`config.mk`:
```
export PLATFORM = sky130hd
export DESIGN_NAME = slot_reel_ctrl
export DESIGN_NICKNAME = d
export VERILOG_FILES = /design/src/rtl/slot_pkg.sv /design/src/rtl/slot_reel.sv /design/src/rtl/slot_reel_ctrl.sv
export SDC_FILE = /design/constraint.sdc
export NUM_CORES = 1
export LEC_CHECK = 0
export CAP_MARGIN = 25
export CORE_AREA = 2 2 159 161
export CTS_BUF_LIST = sky130_fd_sc_hd__clkbuf_2 sky130_fd_sc_hd__clkbuf_4 sky130_fd_sc_hd__clkbuf_8
export CTS_CLUSTER_DIAMETER = 200
export DETAILED_ROUTE_END_ITERATION = 6
export DIE_AREA = 0 0 161 163
export DONT_BUFFER_PORTS = 1
export GPL_ROUTABILITY_DRIVEN = 0
export HOLD_SLACK_MARGIN = 0.06
export SKIP_CTS_REPAIR_TIMING = 1
export SYNTH_ARGS = -nofsm -noshare
export SYNTH_HDL_FRONTEND = slang
export SYNTH_SLANG_ARGS = --single-unit
```
`constraint.sdc`:
```
create_clock -name clk -period 23.9 [get_ports clk]
set_input_delay 3.585 -clock clk [delete_from_list [all_inputs] [get_ports clk]]
set_output_delay 3.585 -clock clk [all_outputs]
set_load 0.05 [all_outputs]
```
`src/rtl/slot_pkg.sv`:
```
// Shared types, constants and scorer for the slot-machine reel controller.
// Latency: combinational helpers only.
// Backpressure: none; pure definitions.
package slot_pkg;

  typedef enum logic [2:0] {IDLE, SPIN, STOP, SCORE, SHOW} state_t;

  localparam int DIGIT_W = 4;
  localparam int CNT_W   = 16;

  // Right-shifting Galois mask for x^16+x^14+x^13+x^11+1
  localparam logic [15:0] LFSR_TAPS = 16'hB400;

  // Active-high {g,f,e,d,c,b,a}; codes 10..15 never occur and are blanked
  localparam logic [6:0] SEG_MAP [16] = '{
    7'h3F, 7'h06, 7'h5B, 7'h4F, 7'h66, 7'h6D, 7'h7D, 7'h07,
    7'h7F, 7'h6F, 7'h00, 7'h00, 7'h00, 7'h00, 7'h00, 7'h00
  };

  // Score from the most frequent digit among the first n reels (4 bits each)
  function automatic logic [3:0] score_fn(input logic [31:0] digs, input int n);
    int cnt [10];
    int m;
    int v;
    m = 0;
    for (int i = 0; i < 10; i++) cnt[i] = 0;
    for (int k = 0; k < 8; k++) begin
      if (k < n) begin
        v = int'(digs[4*k +: 4]);
        if (v < 10) cnt[v] = cnt[v] + 1;
      end
    end
    for (int i = 0; i < 10; i++) if (cnt[i] > m) m = cnt[i];
    if (m == n) return 4'd10;
    if ((m == n - 1) && (n >= 3)) return 4'd5;
    if (m >= 2) return 4'd1;
    return 4'd0;
  endfunction

endpackage

```
`src/rtl/slot_reel.sv`:
```
// One countdown reel: rolls 9..0 on each tick until it lands on its latched target.
// Latency: digit and stopped update on the clk carrying tick/eligible/resume.
// Backpressure: none; free-running on tick.
module slot_reel
  import slot_pkg::*;
#(
  parameter logic [DIGIT_W-1:0] INIT_DIGIT = 4'd9
) (
  input  logic               clk,
  input  logic               rst,
  input  logic               tick,
  input  logic               eligible,
  input  logic [DIGIT_W-1:0] target,
  input  logic               resume,
  output logic [DIGIT_W-1:0] digit,
  output logic               stopped
);

  logic               armed;
  logic [DIGIT_W-1:0] target_q;
  logic [DIGIT_W-1:0] next_digit;

  // Digit the reel shows after this tick's advance
  always_comb begin
    next_digit = (digit == '0) ? DIGIT_W'(9) : digit - 1'b1;
  end

  // Roll, then freeze on a match; a target latched this clk is only compared from the next tick
  always_ff @(posedge clk or posedge rst) begin
    if (rst) begin
      digit    <= INIT_DIGIT;
      stopped  <= 1'b0;
      armed    <= 1'b0;
      target_q <= '0;
    end else begin
      if (tick && !stopped) digit <= next_digit;
      if (resume) begin
        stopped  <= 1'b0;
        armed    <= 1'b0;
        target_q <= '0;
      end else begin
        if (tick && armed && !stopped && (next_digit == target_q)) stopped <= 1'b1;
        if (eligible) begin
          armed    <= 1'b1;
          target_q <= target;
        end
      end
    end
  end

endmodule

```
`src/rtl/slot_reel_ctrl.sv`:
```
// N-reel slot controller: spin FSM, roll-tick prescaler, LFSR-chosen staggered stops, scorer.
// Latency: busy one clk after the spin edge; done pulses the clk after SCORE.
// Backpressure: none; spin edges outside IDLE are dropped, not queued.
module slot_reel_ctrl
  import slot_pkg::*;
#(
  parameter int          NUM_REELS     = 4,
  parameter int          CLK_HZ        = 700,
  parameter int          ROLL_HZ       = 10,
  parameter int          SPIN_TICKS    = 20,
  parameter int          STAGGER_TICKS = 5,
  parameter int          HOLD_TICKS    = 50,
  parameter logic [15:0] LFSR_SEED     = 16'hACE1
) (
  input  logic                   clk,
  input  logic                   rst,
  input  logic                   spin,
  output logic [7*NUM_REELS-1:0] seg,
  output logic [4*NUM_REELS-1:0] digits,
  output logic [NUM_REELS-1:0]   stopped,
  output logic [3:0]             score,
  output logic                   busy,
  output logic                   done
);

  localparam int DIV = CLK_HZ / ROLL_HZ;
  localparam int PW  = (DIV > 1) ? $clog2(DIV) : 1;

  state_t               state;
  logic [PW-1:0]        presc;
  logic                 tick;
  logic [15:0]          lfsr;
  logic                 spin_q;
  logic                 spin_rise;
  logic [CNT_W-1:0]     tick_cnt;
  logic [DIGIT_W-1:0]   target;
  logic                 resume;
  logic [NUM_REELS-1:0] elig;

  assign tick      = (presc == PW'(DIV - 1));
  assign spin_rise = spin & ~spin_q;
  assign busy      = (state != IDLE);
  assign target    = (lfsr[3:0] >= 4'd10) ? lfsr[3:0] - 4'd10 : lfsr[3:0];
  assign resume    = ((state == IDLE) && spin_rise) ||
                     ((state == SHOW) && tick && (tick_cnt == CNT_W'(HOLD_TICKS - 1)));

  // Roll-tick prescaler, LFSR and spin edge register run in every state
  always_ff @(posedge clk or posedge rst) begin
    if (rst) begin
      presc  <= '0;
      lfsr   <= LFSR_SEED;
      spin_q <= 1'b0;
    end else begin
      presc  <= tick ? '0 : presc + 1'b1;
      lfsr   <= lfsr[0] ? ((lfsr >> 1) ^ LFSR_TAPS) : (lfsr >> 1);
      spin_q <= spin;
    end
  end

  // Spin sequencing; the tick counter restarts at each phase boundary
  always_ff @(posedge clk or posedge rst) begin
    if (rst) begin
      state    <= IDLE;
      tick_cnt <= '0;
      score    <= '0;
      done     <= 1'b0;
    end else begin
      done <= 1'b0;
      case (state)
        IDLE: begin
          if (spin_rise) begin
            state    <= SPIN;
            tick_cnt <= '0;
          end
        end
        SPIN: begin
          if (tick) begin
            if (tick_cnt == CNT_W'(SPIN_TICKS - 1)) begin
              state    <= STOP;
              tick_cnt <= '0;
            end else begin
              tick_cnt <= tick_cnt + 1'b1;
            end
          end
        end
        STOP: begin
          if (&stopped) state <= SCORE;
          else if (tick) tick_cnt <= tick_cnt + 1'b1;
        end
        SCORE: begin
          score    <= score_fn(32'(digits), NUM_REELS);
          done     <= 1'b1;
          state    <= SHOW;
          tick_cnt <= '0;
        end
        SHOW: begin
          if (tick) begin
            if (tick_cnt == CNT_W'(HOLD_TICKS - 1)) begin
              state    <= IDLE;
              tick_cnt <= '0;
            end else begin
              tick_cnt <= tick_cnt + 1'b1;
            end
          end
        end
        default: state <= IDLE;
      endcase
    end
  end

  for (genvar k = 0; k < NUM_REELS; k++) begin : g_reel
    // Reel k arms on the STOP tick whose pre-increment count is k*STAGGER_TICKS
    assign elig[k] = (state == STOP) && tick && (tick_cnt == CNT_W'(k * STAGGER_TICKS));

    slot_reel #(
      .INIT_DIGIT(DIGIT_W'((9 - k) % 10))
    ) u_reel (
      .clk      (clk),
      .rst      (rst),
      .tick     (tick),
      .eligible (elig[k]),
      .target   (target),
      .resume   (resume),
      .digit    (digits[4*k +: 4]),
      .stopped  (stopped[k])
    );

    assign seg[7*k +: 7] = SEG_MAP[digits[4*k +: 4]];
  end

endmodule

```
==> flow_metrics.env <==
export IMPL_hold_path_class="reg2reg"
export IMPL_synth_top_area_share_pct=21.0
export IMPL_num_vias=7806
export IMPL_synth_top_area_cell="dfrtp_1"
export IMPL_yosysWarnings=0
export IMPL_max_cap_violations=0
export IMPL_numCtsBuffers=9
export IMPL_cts_tree="yes"
export IMPL_die_w_um=161
export IMPL_wire_per_inst_um=17.5
export IMPL_io_pins=57
export IMPL_fin_crit_sh_pct=83.7
export IMPL_grtUsageTotal_pct=18.0
export IMPL_initial_utilization_pct=34.3
export IMPL_nFillCells=2579
export IMPL_relSlewSlack_pct=27.6
export IMPL_synth_mux_area_share_pct=10.8
export IMPL_max_stage_delay_ns=0.75
export IMPL_max_freq_mhz=50.0
export IMPL_rows=58
export IMPL_grt_pass1_vias=7379
export IMPL_placement_setup_worst_slack_ns=4.20
export IMPL_syn_inst=1054
export IMPL_synth_seq_area_share_pct=25.9
export IMPL_grt_max_degree=50
export IMPL_critPathKind="reg2reg"
export IMPL_hpwl_um=18000
export IMPL_synth_edf_count=0
export IMPL_synth_area_um2=8470
export IMPL_synth_simple_area_share_pct=23.3
export IMPL_antenna_found_initial=0
export IMPL_design_area_um2=8990
export IMPL_fp_coreArea_um2=24700
export IMPL_slowest_stage="dfrtp_1"
export IMPL_wirelength_um=23800
export IMPL_yosys_register_bits=87
export IMPL_p_leak_uw=0.00392
export IMPL_overflow=0
export IMPL_outcome="completed"
export IMPL_synth_top_family_by_area="simple AND/OR/NAND/NOR gates"
export IMPL_crit_required_ns=24.20
export IMPL_dpl_cell_area_um2=8750
export IMPL_drive_gt1_share_pct=10.2
export IMPL_ir_drop_mv=0.0375
export IMPL_skew_ns=0.0126
export IMPL_synth_compound_area_share_pct=22.1
export IMPL_drt_antenna_violating_nets=0
export IMPL_drtIter0Drc=745
export IMPL_cp_start_kind="register"
export IMPL_mostFrequentLayoutCells="154 x nor2_1, 99 x nand2_1, 71 x dfrtp_1"
export IMPL_insertion_delay_ns=0.37
export IMPL_port_buffers=0
export IMPL_cts_root_buf="clkbuf_8"
export IMPL_die_area_um2=26200
export IMPL_rsz0062_at_grt="false"
export IMPL_setup_ws_ns=3.89
export IMPL_die_y_um=163
export IMPL_synthAdderAreaFrac_pct=8.73
export IMPL_tightest_slew_ns=1.08
export IMPL_async_flop_share_pct=100
export IMPL_fin_setup_tns_ns=0
export IMPL_cp_arrival_ns=20.31
export IMPL_diodes=0
export IMPL_synthTopCellsByArea="dfrtp_1 21%, ha_1 8.1%, nor2_1 6.8%, mux2i_1 6.6%, dfstp_2 5.0%"
export IMPL_hold_viol=0
export IMPL_dr_pass1_iters=6
export IMPL_syn2layout_area_growth_pct=6.16
export IMPL_setup_viol=0
export IMPL_crit_top_cell="ha_1"
export IMPL_syn_area_per_cell_um2=8.04
export IMPL_endpoint_kind="register"
export IMPL_viasPerCell=5.74
export IMPL_grt_first_pass_wirelength_um=38800
export IMPL_ctsHtreeMaxLevel=3
export IMPL_synth_nets=1112
export IMPL_synth_cell_type_count=93
export IMPL_finalNetCount=1084
export IMPL_synth_xor_area_share_pct=4.14
export IMPL_power_uw=338
export IMPL_crit_path_max_fanout=12
export IMPL_layout_commonest_cell="nor2_1"
export IMPL_cts_buffer_depth=2
export IMPL_fin_crit_ns=20.01
export IMPL_p_per_area_nw_per_um2=37.5
export IMPL_synthFlopType="dfrtp_1"
export IMPL_slew_viol_final=0
export IMPL_path_clk_slew_ns=0.10
export IMPL_clock_sinks=87
export IMPL_drc=0
-- per-layer routing --
layer	track usage [%]	up-vias	share of wire [%]
li1	-	3782	-
met1	23.4	3730	44
met2	30.8	242	48
met3	2.80	52	5.2
met4	5.32	0	2.5
met5	0	-	0
-- flip-flops by register name, indices dropped and copies added, names as in the netlist, 3 cells and up --
signal,flops
g_reel.u_reel.digit,16
g_reel.u_reel.armed,4
lfsr,16
score,3
g_reel.u_reel.target_q,16
g_reel.u_reel.stopped,4
state,3
tick_cnt,16
presc,7
-- worst paths after layout --
kind | start | end | slack, ns | cells after the start
worst min-delay path | lfsr[9]$_DFF_PP0_ | lfsr[8]$_DFF_PP0_ | 0.36 | 0
worst min register to register | lfsr[9]$_DFF_PP0_ | lfsr[8]$_DFF_PP0_ | 0.36 | 0
min in group asynchronous | rst | lfsr[9]$_DFF_PP0_ | 3.19 | 1
worst max register to register | g_reel[0].u_reel.digit[1]$_DFFE_PP0P_ | score[1]$_DFFE_PP0P_ | 3.89 | 79
max in group asynchronous | rst | g_reel[1].u_reel.target_q[1]$_DFFE_PP0P_ | 19.61 | 2
worst max-delay path | g_reel[0].u_reel.digit[1]$_DFFE_PP0P_ | score[1]$_DFFE_PP0P_ | 3.89 | 79
-- synth_stat cells, types with 5 or more instances --
cell type / count
nor2_1: 154
o21a_1: 9
dfrtp_1: 71
buf_2: 6
a41oi_1: 14
xor2_1: 18
a31oi_1: 12
a21oi_1: 67
nor3_1: 17
mux2_2: 16
or2_2: 8
nor2b_1: 5
xnor2_1: 22
dfstp_2: 16
a211o_1: 6
a211oi_1: 8
and3_1: 14
mux2i_1: 56
mux4_2: 7
or3b_1: 5
a22oi_1: 9
o31ai_1: 7
o22ai_1: 5
nand2b_1: 5
o21ai_0: 63
ha_1: 55
nand4_1: 11
and2_1: 11
nor3b_1: 10
or3_1: 5
clkbuf_1: 34
nand3_1: 43
buf_4: 5
inv_1: 52
nand2_1: 99
-- worst max-delay path, delay by kind of cell, from the launching register on --
kind                       cells  cell delay (ns)
DFF                            1             0.75
muxes                          9             2.39
and+or+nand+nor               22             4.34
adders and majority gates     14             4.78
AOI/OAI and AO/OA             28             7.09
buffers and inverters          6             0.58
-- report_power, final --
| group | switching (uW) | internal, uW | leakage [uW] |
|---|---|---|---|
| Combinational | 26.1 | 15.8 | 0.00268 |
| Clock | 57.4 | 60.2 | 0.000111 |
| Sequential | 23.7 | 154 | 0.00113 |
| Total | 107 | 230 | 0.00392 |
-- through the flow --
| step | hold slack, ns | cells | util, % |
|---|---|---|---|
| 3_3_place_gp | 0.334 | 1343 | 35.4 |
| 6_report | 0.358 | 1361 | 36.4 |
| 3_5_place_dp | 0.340 | 1344 | 35.5 |
| 4_1_cts | 0.358 | 1360 | 36.4 |
| 5_1_grt | 0.368 | 1361 | 36.4 |
| 2_1_floorplan | 0.331 | 1054 | - |
-- final cells by class --
type / instances / area (um^2) / area share [%]
inverters: 54 / 204 / 2.27
clock inverters: 7 / 103 / 1.14
repair buffers: 11 / 90.1 / 1.00
multi-input cells: 863 / 5860 / 65.2
flip-flops and latches: 87 / 2200 / 24.4
clock buffers: 9 / 124 / 1.38
well taps: 330 / 413 / 4.59
-- kinds of logic after synthesis --
family / after synthesis
simple gates: 413
compound gates: 270
buf+inv: 104
flops: 87
mux: 80
fa+ha+maj: 60
xor+xnor: 40
Power figures use the tool's default switching activity.
